===== src/rtl/ips2l_pcie_dma_mwr_payload_rd_engine.sv =====
// MWr payload read engine.
// Fetches TLP payload beats from BAR RAM, buffers them in a small prefetch
// FIFO and streams them to the MWr TLP builder with a per-beat DW mask.
// RAM reads are credit limited: a read is issued only when the FIFO has room
// for everything already in flight, so the FIFO can never overflow.
module ips2l_pcie_dma_mwr_payload_rd_engine #(
    parameter int DATA_WIDTH  = 128,
    parameter int ADDR_WIDTH  = 9,
    parameter int RAM_LATENCY = 1,
    parameter int FIFO_DEPTH  = 4
) (
    input  logic                    clk,
    input  logic                    rst_n,
    input  logic                    i_rd_en,
    input  logic [9:0]              i_rd_length,
    input  logic [ADDR_WIDTH-1:0]   i_rd_start_addr,
    input  logic                    i_mwr_tx_busy,
    input  logic                    i_mwr_tx_hold,
    output logic                    o_gen_tlp_start,
    output logic                    o_rd_valid,
    output logic [DATA_WIDTH-1:0]   o_rd_data,
    output logic [DATA_WIDTH/32-1:0] o_rd_dw_en,
    output logic                    o_last_data,
    output logic                    o_busy,
    output logic                    o_bar_rd_clk_en,
    output logic [ADDR_WIDTH-1:0]   o_bar_rd_addr,
    input  logic [DATA_WIDTH-1:0]   i_bar_rd_data
);

    localparam int DPB  = DATA_WIDTH / 32;
    localparam int LDPB = $clog2(DPB);
    localparam int PW   = $clog2(FIFO_DEPTH);
    localparam int CW   = PW + 1;
    localparam logic [CW:0]   DEPTH_C = (CW+1)'(FIFO_DEPTH);
    localparam logic [CW-1:0] FULL_C  = CW'(FIFO_DEPTH);

    typedef enum logic [1:0] {S_IDLE, S_FETCH, S_DRAIN} state_t;

    state_t                  r_state;
    logic                    r_rd_en_ff;
    logic [10:0]             r_issue_rem;
    logic [10:0]             r_beats;
    logic [LDPB-1:0]         r_rem;
    logic [ADDR_WIDTH-1:0]   r_next_addr;
    logic [ADDR_WIDTH-1:0]   r_bar_addr;
    logic                    r_clk_en;
    logic [CW-1:0]           r_inflight;
    logic [RAM_LATENCY-1:0]  r_vld_sr;
    logic [DATA_WIDTH-1:0]   r_mem [FIFO_DEPTH];
    logic [PW-1:0]           r_wptr;
    logic [PW-1:0]           r_rptr;
    logic [CW-1:0]           r_count;
    logic [10:0]             r_head_idx;
    logic                    r_first_seen;
    logic                    r_tlp_start;

    logic                    w_rd_start;
    logic [10:0]             w_len;
    logic [10:0]             w_beats;
    logic [CW:0]             w_credit;
    logic                    w_issue;
    logic                    w_land;
    logic                    w_push;
    logic                    w_pop;
    logic                    w_rd_valid;
    logic                    w_last;
    logic [DPB-1:0]          w_mask;

    // A transfer only starts on a fresh rd_en edge, from IDLE, while the MWr path is up.
    assign w_rd_start = i_rd_en & ~r_rd_en_ff & (r_state == S_IDLE) & i_mwr_tx_busy;
    assign w_len      = (i_rd_length == 10'd0) ? 11'd1024 : {1'b0, i_rd_length};
    assign w_beats    = (w_len + 11'(DPB - 1)) >> LDPB;

    // Credit: FIFO occupancy plus reads still in the RAM pipe must leave room for one more.
    assign w_credit   = {1'b0, r_count} + {1'b0, r_inflight};
    assign w_issue    = (r_state == S_FETCH) && (r_issue_rem != 11'd0) && (w_credit < DEPTH_C);

    assign w_land     = r_vld_sr[RAM_LATENCY-1];
    assign w_push     = w_land;
    assign w_rd_valid = (r_count != '0);
    assign w_pop      = w_rd_valid && !i_mwr_tx_hold;
    assign w_last     = w_rd_valid && (r_head_idx == r_beats - 11'd1);
    assign w_mask     = (w_last && r_rem != '0) ? ~({DPB{1'b1}} << r_rem) : {DPB{1'b1}};

    assign o_rd_valid      = w_rd_valid;
    assign o_rd_data       = w_rd_valid ? r_mem[r_rptr] : '0;
    assign o_rd_dw_en      = w_rd_valid ? w_mask : '0;
    assign o_last_data     = w_last;
    assign o_busy          = (r_state != S_IDLE);
    assign o_bar_rd_clk_en = r_clk_en;
    assign o_bar_rd_addr   = r_bar_addr;
    assign o_gen_tlp_start = r_tlp_start;

    // Previous rd_en level for edge detection; tracked in every state so a held level never retriggers.
    always_ff @(posedge clk or negedge rst_n) begin
        if (!rst_n) r_rd_en_ff <= 1'b0;
        else        r_rd_en_ff <= i_rd_en;
    end

    // Transfer FSM: read issue, address walk, head-beat tracking and tlp_start pulse.
    always_ff @(posedge clk or negedge rst_n) begin
        if (!rst_n) begin
            r_state      <= S_IDLE;
            r_issue_rem  <= '0;
            r_beats      <= '0;
            r_rem        <= '0;
            r_next_addr  <= '0;
            r_bar_addr   <= '0;
            r_clk_en     <= 1'b0;
            r_head_idx   <= '0;
            r_first_seen <= 1'b0;
            r_tlp_start  <= 1'b0;
        end else if (!i_mwr_tx_busy) begin
            r_state      <= S_IDLE;
            r_issue_rem  <= '0;
            r_clk_en     <= 1'b0;
            r_head_idx   <= '0;
            r_first_seen <= 1'b0;
            r_tlp_start  <= 1'b0;
        end else begin
            r_tlp_start <= 1'b0;
            r_clk_en    <= w_issue;
            if (w_issue) begin
                r_bar_addr  <= r_next_addr;
                r_next_addr <= r_next_addr + ADDR_WIDTH'(1);
                r_issue_rem <= r_issue_rem - 11'd1;
            end
            // First landing beat becomes visible on o_rd_valid next cycle, together with this pulse.
            if (w_push && !r_first_seen) begin
                r_first_seen <= 1'b1;
                r_tlp_start  <= 1'b1;
            end
            if (w_pop) r_head_idx <= r_head_idx + 11'd1;
            case (r_state)
                S_IDLE: begin
                    if (w_rd_start) begin
                        r_state      <= S_FETCH;
                        r_beats      <= w_beats;
                        r_issue_rem  <= w_beats;
                        r_rem        <= w_len[LDPB-1:0];
                        r_next_addr  <= i_rd_start_addr;
                        r_head_idx   <= '0;
                        r_first_seen <= 1'b0;
                    end
                end
                S_FETCH: begin
                    if (w_issue && r_issue_rem == 11'd1) r_state <= S_DRAIN;
                end
                S_DRAIN: begin
                    if (w_pop && w_last) r_state <= S_IDLE;
                end
                default: r_state <= S_IDLE;
            endcase
        end
    end

    // RAM return tracking; clearing the valid pipe on abort discards late returns.
    always_ff @(posedge clk or negedge rst_n) begin
        if (!rst_n) begin
            r_vld_sr   <= '0;
            r_inflight <= '0;
        end else if (!i_mwr_tx_busy) begin
            r_vld_sr   <= '0;
            r_inflight <= '0;
        end else begin
            r_vld_sr[0] <= r_clk_en;
            for (int i = 1; i < RAM_LATENCY; i++) r_vld_sr[i] <= r_vld_sr[i-1];
            r_inflight <= r_inflight + CW'(w_issue) - CW'(w_land);
        end
    end

    // Prefetch FIFO pointers and occupancy; flushed on abort.
    always_ff @(posedge clk or negedge rst_n) begin
        if (!rst_n) begin
            r_wptr  <= '0;
            r_rptr  <= '0;
            r_count <= '0;
        end else if (!i_mwr_tx_busy) begin
            r_wptr  <= '0;
            r_rptr  <= '0;
            r_count <= '0;
        end else begin
            if (w_push) r_wptr <= r_wptr + PW'(1);
            if (w_pop)  r_rptr <= r_rptr + PW'(1);
            r_count <= r_count + CW'(w_push) - CW'(w_pop);
        end
    end

    // FIFO storage; contents are masked at the output while empty, so no reset needed.
    always_ff @(posedge clk) begin
        if (w_push) r_mem[r_wptr] <= i_bar_rd_data;
    end

    // The credit rule must keep a landing beat from ever hitting a full FIFO.
    always_ff @(posedge clk) begin
        if (rst_n && i_mwr_tx_busy)
            assert (!(w_push && !w_pop && r_count == FULL_C));
    end

endmodule


===== config.mk =====
export PLATFORM = sky130hd
export DESIGN_NAME = ips2l_pcie_dma_mwr_payload_rd_engine
export DESIGN_NICKNAME = d
export VERILOG_FILES = /design/src/rtl/ips2l_pcie_dma_mwr_payload_rd_engine.sv
export SDC_FILE = /design/constraint.sdc
export NUM_CORES = 1
export LEC_CHECK = 0
export BUFFER_PORTS_ARGS = -buffer_cell sky130_fd_sc_hd__clkbuf_2
export CORE_MARGIN = 1.5
export CORE_UTILIZATION = 50
export DETAILED_ROUTE_END_ITERATION = 8
export HOLD_SLACK_MARGIN = 0.02
export PLACE_DENSITY = 0.67
export SLEW_MARGIN = 20
export SYNTH_ARGS = -nofsm -noshare
export SYNTH_HDL_FRONTEND = slang
export SYNTH_SLANG_ARGS = --single-unit

===== constraint.sdc =====
create_clock -name clk -period 6.08 [get_ports clk]
set_input_delay 1.824 -clock clk [delete_from_list [all_inputs] [get_ports clk]]
set_output_delay 1.824 -clock clk [all_outputs]
set_load 0.03 [all_outputs]

* After elaboration in Yosys (flattened, before gate mapping)
Memories as Yosys holds them, arrays and structs flattened.
Index checks and enable logic that the tools add are counted.
** Storage, ports and cells
- Bits of input ports :: 152
- Word-level logic and storage cells :: 100
- Register bits :: 68
- Memories :: 1
- Output and inout port bits :: 146
- Bits in writable memories :: 512
- Latch bits :: 0
- Bits in read-only memories :: 0
** Memory list
- r_mem :: words 4, bits a word 128, rd ports 1, clocked after Yosys merged registers in 0, wr ports 1, line 49 : logic [DATA_WIDTH-1:0] r_mem [FIFO_DEPTH];
** Operators by class
- Multipliers :: 0
- Shift operators :: 1
- Bitwise gates (word level) :: 5
- Equality and inequality tests :: 9
- Add/sub/neg operators :: 12
- Reductions and logical operators :: 19
- Order comparisons :: 1
- Div/mod/pow operators :: 0
- Mux-type cells :: 36
** Operators by type and width (count)
- 2-to-1 mux 128 bit :: 1
- 2-to-1 mux 11 bit :: 9
- 2-to-1 mux 9 bit :: 3
- 2-to-1 mux 2 bit :: 8
- adder 11 x 1 -> 11 bit (second input constant) :: 1
- adder 11 x 2 -> 11 bit (second input constant) :: 1
- equality test 11 x 1 -> 1 bit (second input constant) :: 1
- equality test 11 bit :: 1
- nonzero test 11 bit :: 1
- subtractor 11 x 1 -> 11 bit (second input constant) :: 1
- zero test 10 bit :: 1
- 2-to-1 mux 1 bit :: 10
- subtractor 9 x 1 -> 10 bit (second input constant) :: 1
- adder 9 x 1 -> 9 bit (second input constant) :: 1
- logical AND 1 bit :: 8
- 2-to-1 mux 4 bit :: 2
- adder 3 x 1 -> 3 bit :: 2
- 2-to-1 mux 3 bit :: 2
- != test 3 bit (second input constant) :: 2
- case mux 2 bit (3 select lines) :: 1
- AND reduction 3 bit :: 2
- subtractor 3 x 1 -> 3 bit :: 2
- adder 2 x 1 -> 2 bit (second input constant) :: 2
- adder 3 x 3 -> 4 bit :: 1
- 14 further kinds :: 19

* Logic depth before layout (Yosys ltp)
Gate-level depths: netlist of the first run.
- Depth after elaboration :: 7
- Mapped depth :: 12
- Gate-level depth less buffers :: 12

* Worst setup path after synthesis of the first run
No wires, ideal clock.
- Path type :: reg2out
- Start :: register r_beats[0]
- End :: output port o_rd_dw_en[1]
- Data arrival time :: 2.500 ns
- Cell stages (with the launch flop) :: 7
- Data required time :: 4.256 ns
- Buffers on the path :: 0
- Path slack :: 1.756 ns
- Cell sequence :: dfrtp_1 or4_4 or2_4 o31ai_4 nand2_2 nor4_4 a31oi_1
** On the way
- Word-level cells in the longest chain between the ends :: 6
** Ends and longest elaborated chain
- start, declared :: line 42 : logic [10:0] r_beats;
- start signal, assigned :: line 138 : r_beats <= w_beats;
- subtractor 9 x 1 -> 10 bit :: line 82 : assign w_last = w_rd_valid && (r_head_idx == r_beats - 11'd1);
- equality test 11 bit :: line 82
- logical AND 1 bit :: line 82
- named net o_last_data :: line 23 : output logic o_last_data,
- logical AND 1 bit :: line 83 : assign w_mask = (w_last && r_rem != '0) ? ~({DPB{1'b1}} << r_rem) : {DPB{1'b1}};
- 2-to-1 mux 4 bit :: line 83
- 2-to-1 mux 4 bit :: line 87 : assign o_rd_dw_en = w_rd_valid ? w_mask : '0;
- end, declared :: line 22 : output logic [DATA_WIDTH/32-1:0] o_rd_dw_en,
The timed path passes the listed nets, and every way through them passes these cells.

* Final worst setup path of the first run
- Start :: register r_beats[0]
- End :: output port o_rd_dw_en[1]
** On the way
- Word-level cells in the longest chain between the ends :: 6
** Ends and longest elaborated chain (line)
- subtractor 9 x 1 -> 10 bit :: 82
- equality test 11 bit :: 82
- logical AND 1 bit :: 82
- logical AND 1 bit :: 83
- 2-to-1 mux 4 bit :: 83
- 2-to-1 mux 4 bit :: 87
Every way passes these cells.

==> flow_summary_export.csv, run 1 <==
group,metric,value,unit
clocking,clock-root-buffer,"clkbuf_16",
job,maxCapViolations,0,
clocking,cts_resized,0,
floorplanning,rows,78,
cells_and_area,syn2layout_area_growth,17.5,%
critical_path,worstPathCellList,"inv_1 -> ha_1 -> nor3b_1 -> a21boi_1 -> o32ai_1 -> a31oi_1 -> nor4_4 -> a31oi_1 -> clkbuf_2",
logic_synthesis,syn_area_per_cell,18.9,um^2
global_route,gr-total-overflow,0,
route,first_pass_iters,5,
floorplanning,core,0.0455,mm^2
clocking,htreeDepth,2,
clocking,clk_latency,0.61,ns
power_and_ir_drop,p_leak,9.62,nW
route,remaining_drc_errors,0,
logic_synthesis,yosys.area.top_type,"edfxtp_1",
logic_synthesis,ys_seq_area_share,73.9,%
route,antenna_left,0,
critical_path,worstSetupStartpoint,"r_beats[0]",
clocking,cts_setup_buffers,0,
clocking,cts.clk_slew.worst_paths,0.06,ns
global_route,grt_start_max_net_pins,76,
sta,max_freq,202,MHz
route,drtIter0Drc,876,
logic_synthesis,synth_compound_area_share,2.06,%
sta,min_period,4.94,ns
critical_path,worstRegToRegCells,12,
place,portBuffers,297,
critical_path,worst_setup_path_end_kind,"output port",
power_and_ir_drop,powerDensity,430,mW/mm^2
sta,tns,0,ns
logic_synthesis,synthDistinctLibCells,62,
min_path,min_to,"o_gen_tlp_start",
route,vias,12000,
critical_path,reg2reg_slack,3.09,ns
global_route,antenna_found_initial,8,
sta,slew_headroom,34.5,%
min_path,hold_depth,1,
logic_synthesis,synth.most_common_cell,"edfxtp_1",
logic_synthesis,synth_mux_area_share,13.1,%
floorplanning,dieArea,0.0475,mm^2
critical_path,critPathBufInv,2,
critical_path,critical_path.max_stage_delay,0.49,ns
sta,rsz0062_at_grt,"no",
floorplanning,io_pins,298,
critical_path,cpLargestDelayFamily,"simple AND/OR/NAND/NOR gates",
cells_and_area,nets,1708,
critical_path,critical_path.most_common_cell,"a31oi_1",
min_path,hold_class,"reg -> reg",
logic_synthesis,synthTopCellsByArea,"edfxtp_1, mux4_2, dfrtp_1",
outcome,status,"finished, final reports clean",
floorplanning,initial_utilization,50.8,%
clocking,ctsHoldBuffers,0,
logic_synthesis,synthAdderAreaFrac,0.985,%
logic_synthesis,netlist_area,0.0231,mm^2
logic_synthesis,synth-async-reset-ratio,11.7,%
logic_synthesis,synth-edff-count,512,
logic_synthesis,synth_top_family_by_area,"multiplexers",
power_and_ir_drop,ir_drop,0.307,mV
clocking,cts_made_buffers,58,
global_route,use_met3,5.66,%
place,hpwlAfterDp,27700,um
logic_synthesis,ys_ff_latch,580,
logic_synthesis,synthTopCellsByCount,"edfxtp_1, and2_1, mux4_2",
global_route,grt_pass1_wl,72000,um
global_route,grt_pass1_vias,12600,
critical_path,worst-path-max-fanout,5,
global_route,grt_usage,20.0,%
sta,slew_violations,0,
global_route,grt_use_met2,33.3,%
critical_path,critPathLaunchType,"flip-flop",
global_route,grt-busiest-layer,"met2",
min_path,hold_start,"r_first_seen",
clocking,cts.sinks,580,
cells_and_area,layout-drive-gt1-share,34.2,%
critical_path,crit_required,4.26,ns
sta,holdWs,0.438,ns
logic_synthesis,synth_ff_type,"edfxtp_1",
cells_and_area,multiInputGateArea,0.00574,mm^2
clocking,cts_tree,"done",
sta,worstMarginPinSlew,0.982,ns
route,via_per_inst,5.48,
route,wl,46200,um
clocking,cts_buffer_depth,3,
logic_synthesis,yosys.area_share.simple,7.24,%
critical_path,r2r-end,"r_inflight[2]",
logic_synthesis,synth_xor_area_share,1.44,%
cells_and_area,ff_latch_area,0.0171,mm^2
logic_synthesis,synth_top_area_share,66.5,%
cells_and_area,nFillCells,3421,
critical_path,reg2reg_from,"r_count[2]",
critical_path,criticalPathCategory,"reg -> out",
floorplanning,die_y,218,um
cells_and_area,final_util,59.7,%
logic_synthesis,syn_nets,1391,
global_route,met1_usage,25.5,%
sta,period_share,81.2,%
sta,setup_violations,0,
route,wl_per_cell,21.1,um
critical_path,slowest_stage,"nor3b_1",
sta,finClkSkew,0.0221,ns
critical_path,worst_ep_arrival_time,3.11,ns
logic_synthesis,yosys_warnings,0,
floorplanning,die_width,218,um
sta,timing.final.hold_violations,0,
logic_synthesis,synthCells,1222,
place,place_congestion,0.809,
-- flip-flops by register name, indices dropped and copies added (netlist names), 2 cells and up --
| register | flops |
|---|---|
| r_mem | 512 |
| r_head_idx | 11 |
| r_issue_rem | 11 |
| o_bar_rd_addr | 9 |
| r_beats | 9 |
| r_next_addr | 9 |
| r_count | 3 |
| r_inflight | 3 |
| r_rem | 2 |
| r_rptr | 2 |
| r_state | 2 |
| r_wptr | 2 |
-- area by class of cell --
| type | instances | share of cell area, % |
|---|---|---|
| clock inverters | 32 | 1.05 |
| repair buffers | 314 | 6.27 |
| flip-flops and latches | 580 | 62.9 |
| diodes | 2 | 0.0184 |
| clock buffers | 73 | 5.59 |
| inverters | 21 | 0.295 |
| multi-input cells | 564 | 21.1 |
| well taps | 600 | 2.76 |
-- through the flow --
stage                     setup slack, ns  power [mW]  cells  instance area (um^2)
after global placement               1.73        8.41   2079                 25400
after detailed placement             1.73        8.44   2079                 25400
final                                1.14        11.7   2186                 27200
after floorplan                      1.76        7.30   1222                 23100
after global routing                0.887        12.2   2185                 27200
after CTS                            1.04        11.8   2184                 27200
-- layer usage --
metal / vias to the layer above / wire [um]
met5: - / 62
met4: 10 / 1020
met3: 75 / 3200
met2: 292 / 23300
met1: 6165 / 18700
li1: 5436 / -
-- power by group --
part | switching, mW | internal [mW] | leakage [nW]
combinational | 2.29 | 1.35 | 3.25
sequential | 0.207 | 4.46 | 5.48
clock | 1.44 | 1.94 | 0.882
-- cell usage in the layout, fill, tap and decap left out, types with 15 or more instances in the layout --
| cell type | Yosys | routed |
|---|---|---|
| mux4_2 | 128 | 128 |
| xnor2_1 | 17 | 17 |
| edfxtp_1 | 512 | 512 |
| nor2_1 | 28 | 28 |
| and2_1 | 143 | 139 |
| a21oi_1 | 21 | 21 |
| dfrtp_1 | 68 | 66 |
| clkbuf_16 | 0 | 58 |
| clkinv_1 | 0 | 16 |
| xor2_1 | 21 | 21 |
| nand2_1 | 47 | 47 |
| inv_1 | 20 | 19 |
| clkbuf_2 | 0 | 296 |
| ha_1 | 15 | 15 |
-- worst max path at each step --
stage                                end  depth (start not counted)  slack (ns)
after floorplan            o_rd_dw_en[1]                          6        1.76
after global placement    o_rd_data[103]                          4        1.73
after detailed placement  o_rd_data[103]                          4        1.73
after CTS                 o_rd_data[103]                          4        1.04
after global routing       o_rd_dw_en[1]                          9        0.89
final                      o_rd_dw_en[1]                          9        1.14
-- kinds of logic (layout without fill, tap and decap cells) --
kind of cell               count (synthesis)  count (layout)
buffers and inverters                     78             440
and+or+nand+nor                          294             294
muxes                                    140             140
adders and majority gates                 17              17
AOI/OAI and AO/OA                         75              75
xor gates and xnor gates                  38              38
other                                      0               2
DFF                                      580             580
Note: power is estimated with default switching activity, not from simulation.
==> inputs of run 2 (changes only) <==
- ABC_AREA: unset -> 1
- PLACE_DENSITY: 0.67 -> 0.66
- clock period: 6.08 -> 4.7 ns (I/O delays scaled with it)
==> flow_summary_export.csv, run 2 <==
group,metric,value,unit
route,via_per_inst,5.40,
logic_synthesis,ys_seq_area_share,71.7,%
route,wl_per_cell,18.9,um
global_route,gr-total-overflow,0,
logic_synthesis,synth_top_area_share,64.6,%
route,drtIter0Drc,1149,
route,vias,16100,
power_and_ir_drop,ir_drop,0.413,mV
logic_synthesis,netlist_area,0.0238,mm^2
clocking,cts.sinks,580,
power_and_ir_drop,powerDensity,544,mW/mm^2
sta,setup_violations,0,
logic_synthesis,synth_ff_type,"edfxtp_1",
sta,max_freq,247,MHz
floorplanning,die_y,221,um
route,first_pass_iters,5,
clocking,cts_made_buffers,58,
critical_path,worst-path-max-fanout,77,
critical_path,cpLargestDelayFamily,"buffers and inverters",
cells_and_area,layout-drive-gt1-share,18.2,%
sta,tns,0,ns
critical_path,worst_setup_path_end_kind,"output port",
floorplanning,io_pins,298,
critical_path,critical_path.max_stage_delay,0.52,ns
clocking,clock-root-buffer,"clkbuf_16",
clocking,cts_buffer_depth,3,
critical_path,critPathBufInv,3,
global_route,grt_pass1_wl,87200,um
logic_synthesis,synthDistinctLibCells,44,
cells_and_area,stdcell_count,2985,
logic_synthesis,synthTopCellsByCount,"nor2_1, edfxtp_1, o21ai_0",
place,place_inst,2869,
cells_and_area,top_regs,"r_mem x512, r_head_idx x11, r_issue_rem x11",
route,wl,56400,um
cells_and_area,final_common_cell,"nor2_1",
cells_and_area,final_cell_mix,"nor2_1, edfxtp_1, clkbuf_2, o21ai_0, a21oi_1",
logic_synthesis,syn_area_per_cell,11.6,um^2
cells_and_area,largest_reg_flops,512,
cells_and_area,largest_register,"r_mem",
clocking,cts_setup_buffers,0,
logic_synthesis,syn_nets,2223,
logic_synthesis,synthTopCellsByArea,"edfxtp_1, nor2_1, dfrtp_1",
critical_path,slowest_stage,"dfrtp_4",
floorplanning,dieArea,0.0489,mm^2
sta,worstMarginPinSlew,0.973,ns
global_route,grt_pass1_vias,15700,
logic_synthesis,ys_ff_latch,580,
critical_path,worstPathCellList,"inv_6 -> buf_12 -> o21ai_0 -> a21oi_1 -> clkbuf_2",
global_route,grt_usage,22.9,%
critical_path,worst_ep_arrival_time,2.64,ns
logic_synthesis,yosys.area.top_type,"edfxtp_1",
power_and_ir_drop,p_leak,10.5,nW
logic_synthesis,synth-edff-count,512,
place,place_congestion,0.857,
place,portBuffers,297,
logic_synthesis,synth-async-reset-ratio,11.7,%
sta,rsz0062_at_grt,"no",
sta,finClkSkew,0.0250,ns
critical_path,critPathLaunchType,"flip-flop",
sta,min_period,4.05,ns
cells_and_area,nFillCells,3760,
clocking,clk_latency,0.61,ns
outcome,status,"finished, final reports clean",
critical_path,criticalPathCategory,"reg -> out",
clocking,cts_resized,0,
sta,slew_violations,0,
global_route,antenna_found_initial,14,
floorplanning,rows,79,
sta,slew_headroom,35.1,%
critical_path,crit_required,3.29,ns
place,hpwlAfterDp,32600,um
cells_and_area,nets,2491,
floorplanning,die_width,221,um
cells_and_area,syn2layout_area_growth,16.2,%
floorplanning,core,0.0468,mm^2
clocking,ctsHoldBuffers,0,
clocking,cts_tree,"done",
floorplanning,initial_utilization,50.9,%
logic_synthesis,synth.most_common_cell,"nor2_1",
min_path,hold_class,"reg -> reg",
logic_synthesis,synthCells,2054,
clocking,cts.clk_slew.worst_paths,0.06,ns
logic_synthesis,yosys_warnings,0,
job,maxCapViolations,0,
clocking,htreeDepth,2,
route,remaining_drc_errors,0,
global_route,grt_start_max_net_pins,130,
sta,period_share,86.2,%
route,antenna_left,0,
sta,timing.final.hold_violations,0,
==> run 2: cell count changes after synthesis, moves of 23 or more <==
cell	change
nand2_1	+86
a21oi_1	+124
and2_1	-143
mux4_2	-128
inv_1	+64
nor2_1	+537
clkbuf_1	+23
buf_2	+32
o21ai_0	+276
==> run 2: cells by family after synthesis <==
kind of cell	Yosys count	share of synthesized area, %
compound gates	463	9.95
flops	580	71.7
buf+inv	200	3.46
simple gates	772	13.1
xor+xnor	22	0.809
fa+ha+maj	17	0.956
==> run 2: metal layers <==
metal	vias up	share of wire (%)	track usage [%]	routed length [um]
li1	7666	-	-	-
met1	7856	42	30.3	23500
met2	487	48	37.0	26900
met3	111	7.3	4.91	4130
met4	10	3.1	9.28	1730
met5	-	0.12	0	66
==> run 2: cell type report <==
| type | instances | area [um^2] | area share, % |
|---|---|---|---|
| Sequential cell | 580 | 17100 | 61.8 |
| Multi-Input combinational cell | 1274 | 5910 | 21.4 |
| Timing Repair Buffer | 318 | 1760 | 6.35 |
| Clock buffer | 78 | 1550 | 5.59 |
| Tap cell | 607 | 759 | 2.75 |
| Inverter | 90 | 373 | 1.35 |
| Clock inverter | 29 | 211 | 0.764 |
| Antenna cell | 9 | 22.5 | 0.0814 |
==> run 2: power breakdown <==
group	internal (mW)	total, mW	switching [mW]
sequential	5.78	5.90	0.124
combinational	1.22	4.81	3.59
clock	2.46	4.32	1.86
==> run 2: through the flow <==
step	total power, mW	hold slack (ns)	setup WS [ns]	area, um^2	utilization, %
2_1_floorplan	9.28	0.411	1.05	23800	-
3_3_place_gp	10.8	0.423	1.30	25900	55.4
3_5_place_dp	10.8	0.442	1.28	25900	55.4
4_1_cts	15.2	0.449	0.617	27600	59.1
5_1_grt	15.7	0.490	0.462	27700	59.2
6_report	15.0	0.453	0.647	27700	59.2
==> run 2: path summary, 6_finish.rpt <==
check,startpoint,end,slack (ns),depth (start not counted)
setup / recovery,r_rptr[0],o_rd_data[78],0.65,5
hold / removal,r_first_seen,o_gen_tlp_start,0.45,1
setup reg to reg,r_inflight[1],r_inflight[2],2.15,12
hold reg to reg,r_first_seen,o_gen_tlp_start,0.45,1
max in group asynchronous,rst_n,o_bar_rd_addr[5],2.81,2
min in group asynchronous,rst_n,r_beats[4],0.86,1
==> inputs of run 3 (changes only) <==
- ABC_AREA: 1 -> unset
- PLACE_DENSITY: 0.66 -> 0.67
==> flow_summary_export.csv, run 3 (synthesis results as in run 1) <==
group,metric,value,unit
sta,setup_ws,0.285,ns
place,place_congestion,0.780,
sta,tns,0,ns
min_path,hold_depth,1,
sta,timing.final.hold_violations,0,
floorplanning,io_pins,298,
clocking,cts_setup_buffers,0,
power_and_ir_drop,finalPower,15.0,mW
place,dpl_worst_slack,0.917,ns
route,remaining_drc_errors,0,
cells_and_area,largest_reg_flops,512,
cells_and_area,ff_latch_area,0.0171,mm^2
clocking,cts_made_buffers,56,
clocking,cts_tree,"done",
critical_path,worst_ep_arrival_time,3.01,ns
cells_and_area,nets,1714,
cells_and_area,final_common_cell,"edfxtp_1",
clocking,ctsHoldBuffers,0,
global_route,grt_usage,19.9,%
route,drtIter0Drc,801,
power_and_ir_drop,ir_drop,0.477,mV
critical_path,criticalPathCategory,"reg -> out",
cells_and_area,stdcell_count,2194,
route,vias,12100,
job,maxCapViolations,0,
clocking,cts.clk_slew.worst_paths,0.06,ns
global_route,grt_pass1_vias,12800,
sta,rsz0062_at_grt,"no",
sta,setup_violations,0,
route,wl,46300,um
cells_and_area,top_regs,"r_mem x512, r_head_idx x11, r_issue_rem x11",
sta,worstMarginPinSlew,0.900,ns
global_route,gr-total-overflow,0,
place,portBuffers,297,
sta,period_share,93.9,%
place,hpwlAfterDp,27900,um
min_path,hold_class,"reg -> reg",
cells_and_area,syn2layout_area_growth,17.8,%
critical_path,critPathLaunchType,"flip-flop",
cells_and_area,layout-drive-gt1-share,35.0,%
clocking,clock-root-buffer,"clkbuf_16",
power_and_ir_drop,powerDensity,552,mW/mm^2
clocking,cts_resized,0,
power_and_ir_drop,p_leak,9.66,nW
global_route,grt_start_max_net_pins,78,
cells_and_area,largest_register,"r_mem",
cells_and_area,multiInputGateArea,0.00574,mm^2
sta,max_freq,226,MHz
floorplanning,core,0.0455,mm^2
route,via_per_inst,5.51,
critical_path,worstRegToRegCells,12,
clocking,clk_latency,0.61,ns
sta,slew_violations,0,
route,wl_per_cell,21.1,um
route,first_pass_iters,4,
critical_path,worst_setup_path_end_kind,"output port",
floorplanning,dieArea,0.0475,mm^2
sta,holdWs,0.426,ns
clocking,cts.sinks,580,
critical_path,reg2reg_slack,1.80,ns
clocking,cts_buffer_depth,3,
outcome,status,"finished, final reports clean",
place,place_inst,2087,
critical_path,worst-path-max-fanout,5,
floorplanning,rows,78,
floorplanning,die_width,218,um
sta,finClkSkew,0.00953,ns
clocking,htreeDepth,2,
route,antenna_left,0,
critical_path,crit_required,3.29,ns
sta,slew_headroom,39.0,%
cells_and_area,nFillCells,3436,
floorplanning,initial_utilization,50.8,%
global_route,grt_pass1_wl,71900,um
sta,min_period,4.42,ns
global_route,antenna_found_initial,6,
floorplanning,die_y,218,um
cells_and_area,final_cell_mix,"edfxtp_1, clkbuf_2, and2_1, mux4_2, dfrtp_1",
[run 3: path summary, 6_finish.rpt]
path / end / start
setup reg to reg: r_inflight[2] / r_count[2]
hold / removal: o_gen_tlp_start / r_first_seen
max in group asynchronous: r_rptr[0] / rst_n
hold reg to reg: o_gen_tlp_start / r_first_seen
setup / recovery: o_rd_dw_en[1] / r_beats[0]
min in group asynchronous: o_bar_rd_addr[4] / rst_n
[run 3: area by class of cell]
class | count | area share (%)
antenna | 2 | 0.0184
tap | 600 | 2.76
multi-input combinational | 564 | 21.1
clock inverter | 38 | 1.04
sequential | 580 | 62.8
inverter | 21 | 0.294
clock buffer | 67 | 5.34
timing repair buffer | 322 | 6.70
[run 3: per-layer routing]
layer / track usage (%) / up-vias / wire (um)
met4: 6.21 / 6 / 1060
met5: 0 / - / 46
met1: 25.4 / 6250 / 18800
met3: 6.29 / 76 / 3630
met2: 32.8 / 317 / 22700
li1: - / 5446 / -
[run 3: where the power goes]
part,internal (mW),switching (mW)
combinational,1.80,3.02
clock,2.37,1.86
sequential,5.77,0.215
[run 3: critical path: stages, from the launching register on]
cell      delay, ns
dfrtp_1        0.43
inv_1          0.07
ha_1           0.18
nor3b_1        0.44
a21boi_1       0.16
o32ai_1        0.30
a31oi_1        0.12
nor4_4         0.38
a31oi_1        0.13
clkbuf_2       0.19
[run 3: per-stage QoR]
step	util (%)	cell area [um^2]
floorplan	-	23100
global placement	56.0	25500
detailed placement	56.0	25500
CTS	59.8	27200
global route	59.8	27200
finish	59.8	27200
